$ cat src/rtl/cdm_pkg.sv
// Shared types and widths for the carry-disregard multiplier (cdm) blocks.
package cdm_pkg;

    typedef enum logic [1:0] {
        IDLE,
        RUN,
        DRAIN,
        DONE
    } cdm_state_t;

    localparam int CDM_PROD_W = 32;

    // |a - b| of two unsigned prod_w-bit values always fits in prod_w bits.
    function automatic int ed_width(input int prod_w);
        return prod_w;
    endfunction

    // Accumulating 2^log2_n errors of prod_w bits each never exceeds prod_w + log2_n bits.
    function automatic int sum_width(input int prod_w, input int log2_n);
        return prod_w + log2_n;
    endfunction

endpackage

$ cat src/rtl/cdm_abs_diff.sv
// Combinational unsigned error distance |a - b| between two cdm products.
module cdm_abs_diff
    import cdm_pkg::*;
#(
    parameter int W = CDM_PROD_W
) (
    input  logic [W-1:0]           a,
    input  logic [W-1:0]           b,
    output logic [ed_width(W)-1:0] ed
);

    logic [W:0] diff;

    // The extra top bit of the difference is the borrow, i.e. the sign of a - b.
    assign diff = {1'b0, a} - {1'b0, b};
    assign ed   = diff[W] ? (~diff[W-1:0] + W'(1)) : diff[W-1:0];

endmodule

$ cat src/rtl/cdm_error_monitor.sv
// Collects error-distance statistics (sum, mean, worst case, error count) over a
// run of 2^LOG2_N (approximate, exact) product pairs from a cdm multiplier.
module cdm_error_monitor
    import cdm_pkg::*;
#(
    parameter int LOG2_N = 10
) (
    input  logic                         clk,
    input  logic                         rst,
    input  logic                         start,
    input  logic                         in_valid,
    output logic                         in_ready,
    input  logic [CDM_PROD_W-1:0]        approx,
    input  logic [CDM_PROD_W-1:0]        exact,
    output logic                         busy,
    output logic                         done,
    output logic [CDM_PROD_W+LOG2_N-1:0] sum_ed,
    output logic [CDM_PROD_W-1:0]        med,
    output logic [CDM_PROD_W-1:0]        wce,
    output logic [LOG2_N:0]              err_count
);

    localparam int ED_W  = ed_width(CDM_PROD_W);
    localparam int SUM_W = sum_width(CDM_PROD_W, LOG2_N);
    localparam int CNT_W = LOG2_N + 1;
    localparam logic [CNT_W-1:0] CNT_LAST = {1'b0, {LOG2_N{1'b1}}};

    cdm_state_t       state;
    logic [CNT_W-1:0] sample_cnt;
    logic             handshake;
    logic             clear_acc;
    logic [ED_W-1:0]  ed;
    logic             s1_valid;
    logic [ED_W-1:0]  s1_ed;

    assign handshake = in_valid && in_ready;
    assign clear_acc = start && ((state == IDLE) || (state == DONE));

    cdm_abs_diff #(
        .W (CDM_PROD_W)
    ) u_abs_diff (
        .a  (approx),
        .b  (exact),
        .ed (ed)
    );

    // Control FSM; in_ready/busy/done are registered alongside the state so
    // they always agree with it.
    always_ff @(posedge clk) begin
        if (rst) begin
            state      <= IDLE;
            in_ready   <= 1'b0;
            busy       <= 1'b0;
            done       <= 1'b0;
            sample_cnt <= '0;
        end else begin
            case (state)
                IDLE, DONE: begin
                    if (start) begin
                        state      <= RUN;
                        in_ready   <= 1'b1;
                        busy       <= 1'b1;
                        done       <= 1'b0;
                        sample_cnt <= '0;
                    end
                end
                RUN: begin
                    if (handshake) begin
                        sample_cnt <= sample_cnt + CNT_W'(1);
                        if (sample_cnt == CNT_LAST) begin
                            state    <= DRAIN;
                            in_ready <= 1'b0;
                        end
                    end
                end
                DRAIN: begin
                    state <= DONE;
                    busy  <= 1'b0;
                    done  <= 1'b1;
                end
                default: begin
                    state    <= IDLE;
                    in_ready <= 1'b0;
                    busy     <= 1'b0;
                    done     <= 1'b0;
                end
            endcase
        end
    end

    // Stage 1 captures the error distance of each accepted sample.
    always_ff @(posedge clk) begin
        if (rst) begin
            s1_valid <= 1'b0;
            s1_ed    <= '0;
        end else begin
            s1_valid <= handshake;
            if (handshake) begin
                s1_ed <= ed;
            end
        end
    end

    // Stage 2 folds the captured error into the run statistics; a new run
    // clears them (no stage-1 sample can be pending when a run starts).
    always_ff @(posedge clk) begin
        if (rst) begin
            sum_ed    <= '0;
            wce       <= '0;
            err_count <= '0;
        end else if (clear_acc) begin
            sum_ed    <= '0;
            wce       <= '0;
            err_count <= '0;
        end else if (s1_valid) begin
            sum_ed    <= sum_ed + SUM_W'(s1_ed);
            wce       <= (s1_ed > wce) ? s1_ed : wce;
            err_count <= err_count + CNT_W'(s1_ed != '0);
        end
    end

    assign med = sum_ed[LOG2_N +: CDM_PROD_W];

endmodule

$ cat config.mk
export PLATFORM = sky130hd
export DESIGN_NAME = cdm_error_monitor
export DESIGN_NICKNAME = d
export VERILOG_FILES = /design/src/rtl/cdm_pkg.sv /design/src/rtl/cdm_abs_diff.sv /design/src/rtl/cdm_error_monitor.sv
export SDC_FILE = /design/constraint.sdc
export NUM_CORES = 1
export LEC_CHECK = 0
export CORE_MARGIN = 2
export CORE_UTILIZATION = 45
export DETAILED_ROUTE_END_ITERATION = 7
export GPL_TIMING_DRIVEN = 0
export PLACE_DENSITY = 0.7
export REMOVE_ABC_BUFFERS = 1
export SLEW_MARGIN = 20
export SYNTH_ARGS = -nofsm -noshare
export SYNTH_HDL_FRONTEND = slang
export SYNTH_SLANG_ARGS = --single-unit
$ cat constraint.sdc
create_clock -name clk -period 5.47 [get_ports clk]
set_clock_uncertainty 0.1 [all_clocks]
set_input_delay 1.094 -clock clk [delete_from_list [all_inputs] [get_ports clk]]
set_output_delay 1.094 -clock clk [all_outputs]
set_load 0.02 [all_outputs]
# After elaboration in Yosys (flattened, before gate mapping)
# Index checks and enable logic that the tools add are counted.
# W data, S select, Z words.
[totals] ff_bits=134 latchBits=0 ram_bits=0 rom_bits=0 input_bits=68 word_cells=53 n_memories=0
[classes] n_addsub=5 n_mul=0 div_mod_pow=0 n_lt_le_gt_ge=1 eq_ne=7 n_shift=0 mux=15 n_bitwise=1 reduce_logical=14
[op_table] op="$add A42 B32 Y42" count=1
[op_table] op="$sub A32 B32 Y33" count=1
[op_table] op="$add A32 B1 Y32 const B" count=1
[op_table] op="$gt A32 B32 Y1" count=1
[op_table] op="$mux W32" count=1
[op_table] op="$not A32 Y32" count=1
[op_table] op="$reduce_bool A32 Y1" count=1
[op_table] op="$mux W11" count=2
[op_table] op="$pmux W11 S2" count=1
[op_table] op="$add A11 B1 Y11" count=1
[op_table] op="$add A11 B1 Y11 const B" count=1
[op_table] op="$eq A11 B10 Y1 const B" count=1
[op_table] op="$mux W2" count=3
[op_table] op="$ne A2 B2 Y1 const B" count=3
[op_table] op="$pmux W1 S2" count=3
[op_table] op="$pmux W2 S3" count=1
[op_table] op="$reduce_and A3 Y1" count=2
[op_table] op="$eq A2 B2 Y1 const B" count=2
[op_table] op="$mux W1" count=4
[op_table] op="$reduce_and A2 Y1" count=2
[op_table] op="$reduce_and A4 Y1" count=1
[op_table] op="$reduce_bool A2 Y1" count=2
[op_table] op="$reduce_or A2 Y1" count=2
[op_table] op="$eq A2 B1 Y1 const B" count=1
[op_table] op="3 further kinds" count=4

# Logic depth before layout (Yosys ltp)
[logic_depth] depth_word=4 ltp_mapped=16 depth_no_buf=15

# By module
# Synthesis repeated with hierarchy kept, for this count alone.
[unflattened] cells_unflattened=1499 hier_area_um2=11205.7
[modules_own_cells] module="cdm_error_monitor" n_inst=1 cells_per_inst=1066 area_per_inst_um2=8225.4
[modules_own_cells] module="cdm_abs_diff" n_inst=1 cells_per_inst=433 area_per_inst_um2=2980.4

# Worst setup path before layout
# No wires, ideal clock.
[synth_timing] path_type="input port to flip-flop" startpoint="in approx[0]" endpoint="reg s1_ed[26]" setup_ns=0.112 t_arrival_ns=4.111 slack_ns=1.146 path_stages=15 path_cell_list="inv_1 > ha_1 > inv_1 > fa_1 > a211oi_2 > nor3_4 > nor2_2 > xnor2_1 > a211o_1 > or4_4 > nor3_1 > nand3_1 > o21ai_1 > nor2_1 > a2111oi_1"
[synth_via] elab_chain_len=4
[synth_rtl] item="start, declared" line="cdm_error_monitor.sv:13" text="input logic [CDM_PROD_W-1:0] approx,"
[synth_rtl] item="$sub A32 B32 Y33 (*)" line="cdm_abs_diff.sv:15" text="assign diff = {1'b0, a} - {1'b0, b};"
[synth_rtl] item="$not A32 Y32" line="cdm_abs_diff.sv:16" text="assign ed = diff[W] ? (~diff[W-1:0] + W'(1)) : diff[W-1:0];"
[synth_rtl] item="$add A32 B1 Y32" line="cdm_abs_diff.sv:16"
[synth_rtl] item="$mux W32 (*)" line="cdm_abs_diff.sv:16"
[synth_rtl] item="end signal, assigned" line="cdm_error_monitor.sv:95" text="s1_ed <= '0;"
[synth_rtl] item="end signal, assigned" line="cdm_error_monitor.sv:99" text="s1_ed <= ed;"
[synth_rtl] item="end, declared" line="cdm_error_monitor.sv:34" text="logic [ED_W-1:0] s1_ed;"
# Every way passes the cells marked *; elsewhere a longest branch is shown, timed or not.
# A chain may end at the register's enable or synchronous reset.

# Final worst setup path
[layout_timing] startpoint="in exact[0]" endpoint="reg s1_ed[31]"
[layout_via] elab_chain_len=4
[layout_rtl] item="start, declared" line="cdm_error_monitor.sv:14" text="input logic [CDM_PROD_W-1:0] exact,"
[layout_rtl] item="$sub A32 B32 Y33 (*)" line="cdm_abs_diff.sv:15"
[layout_rtl] item="$not A32 Y32" line="cdm_abs_diff.sv:16"
[layout_rtl] item="$add A32 B1 Y32" line="cdm_abs_diff.sv:16"
[layout_rtl] item="$mux W32 (*)" line="cdm_abs_diff.sv:16"
# Marked as above.

==> qor.txt <==
outcome: complete, no violations
most common cell after layout, fill and taps aside: clkdlybuf4s50_1
peak supply drop: 0.2482 mV
minimum clock period: 4.770 ns
Async SR Flop Fraction: 0%
DIE AREA: 24470 um2
Rel. slew slack: 45.45%
gr ovfl total: 0
clock root buffer: clkbuf_16
Post-CTS Setup Bufs: 0
WP data required: 5.72 ns
RSZ-0062 raised after global routing: no
post-placement setup slack: 0.2876 ns
DRT antenna net count: 0
commonest non-fill, non-tap cells in the layout: clkdlybuf4s50_1, nor2_1, dfxtp_1
Reg2Reg Depth: 12
hold buffers post-CTS: 0
Ys Warns: 0
final hold viol count: 0
CP arrival: 5.02 ns
Chip Width: 156.4 um
Area Overhead vs Synth: 24.52%
core area: 22710 um2
critical path type: in2reg
Final setup viols: 0
post_cts resized: 0
all-layer global routing usage: 21.34%
total of max-cap violations: 0
Pwr Total: 3.812 mW
post-synth cell types: 75
CP endpoint kind: flip-flop
wire length per cell: 15.03 um
largest fanout on the critical path: 6
EDFF count, synth: 0
Worst-Skew Late Latency: 0.43 ns
HP Class: reg2reg
IO buf count: 187
vias in the first global route: 8894
Final Max Tran Viols: 0
TritonCTS Buffers: 17
Post-DP HPWL: 20370 um
# diodes: 0
Max Freq: 209.6 MHz
clock sink count: 134
first-pass GRT wire length: 42880 um
crit start category: primary input
Placer Congestion: 0.8856
fin worst setup slack: 0.6999 ns
number of H-tree levels: 4
Seq/Total Area, Yosys: 25.66%
aggregate routed wire length: 26120 um
CTS max path bufs: 2
synthesized area: 10460 um2
standby leakage power: 5.304 nW
cells after synthesis: 1316
Clock transition at path regs: 0.06 ns
Hold Crit Depth: 2
final worst-path cycle share: 87.21%
Ports: 188
Die H: 156.4 um
Primary FF master, synth: dfxtp_1
TritonRoute pass-1 iters: 4
Tightest Pin Transition: 0.8173 ns
vias: 9681
largest net degree at the start of global routing: 61
# rows: 55
top cells by area, synth: dfxtp_1, ha_1, nor2_1, xnor2_1, xor2_1
Starting Density: 46.04%
Yosys reg bits: 134
Final nets: 1613
layout cells sized above 1: 5.299%
vias per cell: 5.570
DRC: 0
initial antenna violation count: 0
synthesized area per cell: 7.946 um2
Cell Pwr Density: 292.8 nW/um2
CTS tree: yes
Synth area leader: dfxtp_1
initial DRC count: 392
top cell type's share of synthesized area: 25.66%
-- worst max-delay path, stage by stage --
cell and delay (ns):
clkdlybuf4s50_1 0.46, ha_1 0.16, inv_1 0.06, fa_1 0.44, a211oi_2 0.35, nor3_4 0.12
o2111ai_1 0.35, o21ai_2 0.16, a31oi_4 0.21, xnor2_1 0.15, nor3_2 0.24, or4b_4 0.52
o41ai_2 0.34, xnor2_1 0.14, a211oi_2 0.22
-- report_power, final --
part	leakage, nW	total, mW	switching, mW	internal, mW
combinational	3.92	1.44	0.844	0.596
sequential	1.08	1.17	0.117	1.05
clock	0.297	1.21	0.441	0.765
-- final timing paths --
kind | from | to | slack [ns]
max | exact[0] | s1_ed[31] | 0.70
min reg2reg | wce[30] | wce[30] | 0.40
min | wce[30] | wce[30] | 0.40
max reg2reg | s1_ed[6] | sum_ed[41] | 1.80
-- stage by stage --
step	cell area, um2	hold WS [ns]	utilization (%)	setup TNS, ns	instances
6_report	13020	0.4015	57.33	0	1738
5_1_grt	13020	0.4231	57.33	0	1738
2_1_floorplan	9973	0.3722	-	-16.26	1226
3_5_place_dp	12390	0.3879	54.57	0	1706
3_3_place_gp	12200	0.3763	53.73	-99.03	1698
4_1_cts	13020	0.4019	57.33	0	1738
-- per-layer routing --
metal	routed length (um)	share of wire, %	vias to the layer above	global-route usage, %
met5	0	0	-	0
met4	729	2.8	0	8.694
met3	1045	4.0	46	2.659
met2	12200	47	257	36.23
met1	12150	47	4414	27.43
li1	-	-	4964	-
-- kinds of logic after synthesis --
group	share of synthesized area, %
muxes	2.297
and+or+nand+nor	19.34
AOI/OAI and AO/OA	23.65
buffers and inverters	7.814
adders and majority gates	12.71
DFF	25.66
xor gates and xnor gates	8.544
-- registers in the layout, summed over array words and instances, names as in the netlist --
register / cells
done: 1
wce: 32
s1_ed: 32
sum_ed: 42
in_ready: 1
err_count: 11
state: 2
busy: 1
sample_cnt: 11
s1_valid: 1
-- cell usage after synthesis (6+ instances only) --
library cell	n
or3_1	12
nor2b_1	15
xnor2_1	52
xor2_1	50
nor2_1	138
a21o_1	48
nand4_1	24
o21ai_0	52
a311oi_1	7
and2_1	10
and3_1	14
inv_1	89
o31ai_1	45
buf_2	7
a21oi_1	86
nand2_1	71
dfxtp_1	134
mux2i_1	24
ha_1	103
clkbuf_1	44
nor3_1	16
nor4_1	13
buf_4	32
nand2b_1	10
a211oi_1	35
o21a_1	15
nand3_1	62
or2_2	6
-- area by class of cell --
| cell class | count | area [um2] |
|---|---|---|
| Fill cell | 2088 | 9689 |
| Clock inverter | 11 | 147.6 |
| Multi-Input combinational cell | 1003 | 6994 |
| Tap cell | 285 | 356.6 |
| Inverter | 89 | 334.1 |
| Timing Repair Buffer | 195 | 2023 |
| Sequential cell | 134 | 2684 |
| Clock buffer | 21 | 480.5 |
No activity file was read; power rests on OpenSTA's default activity.
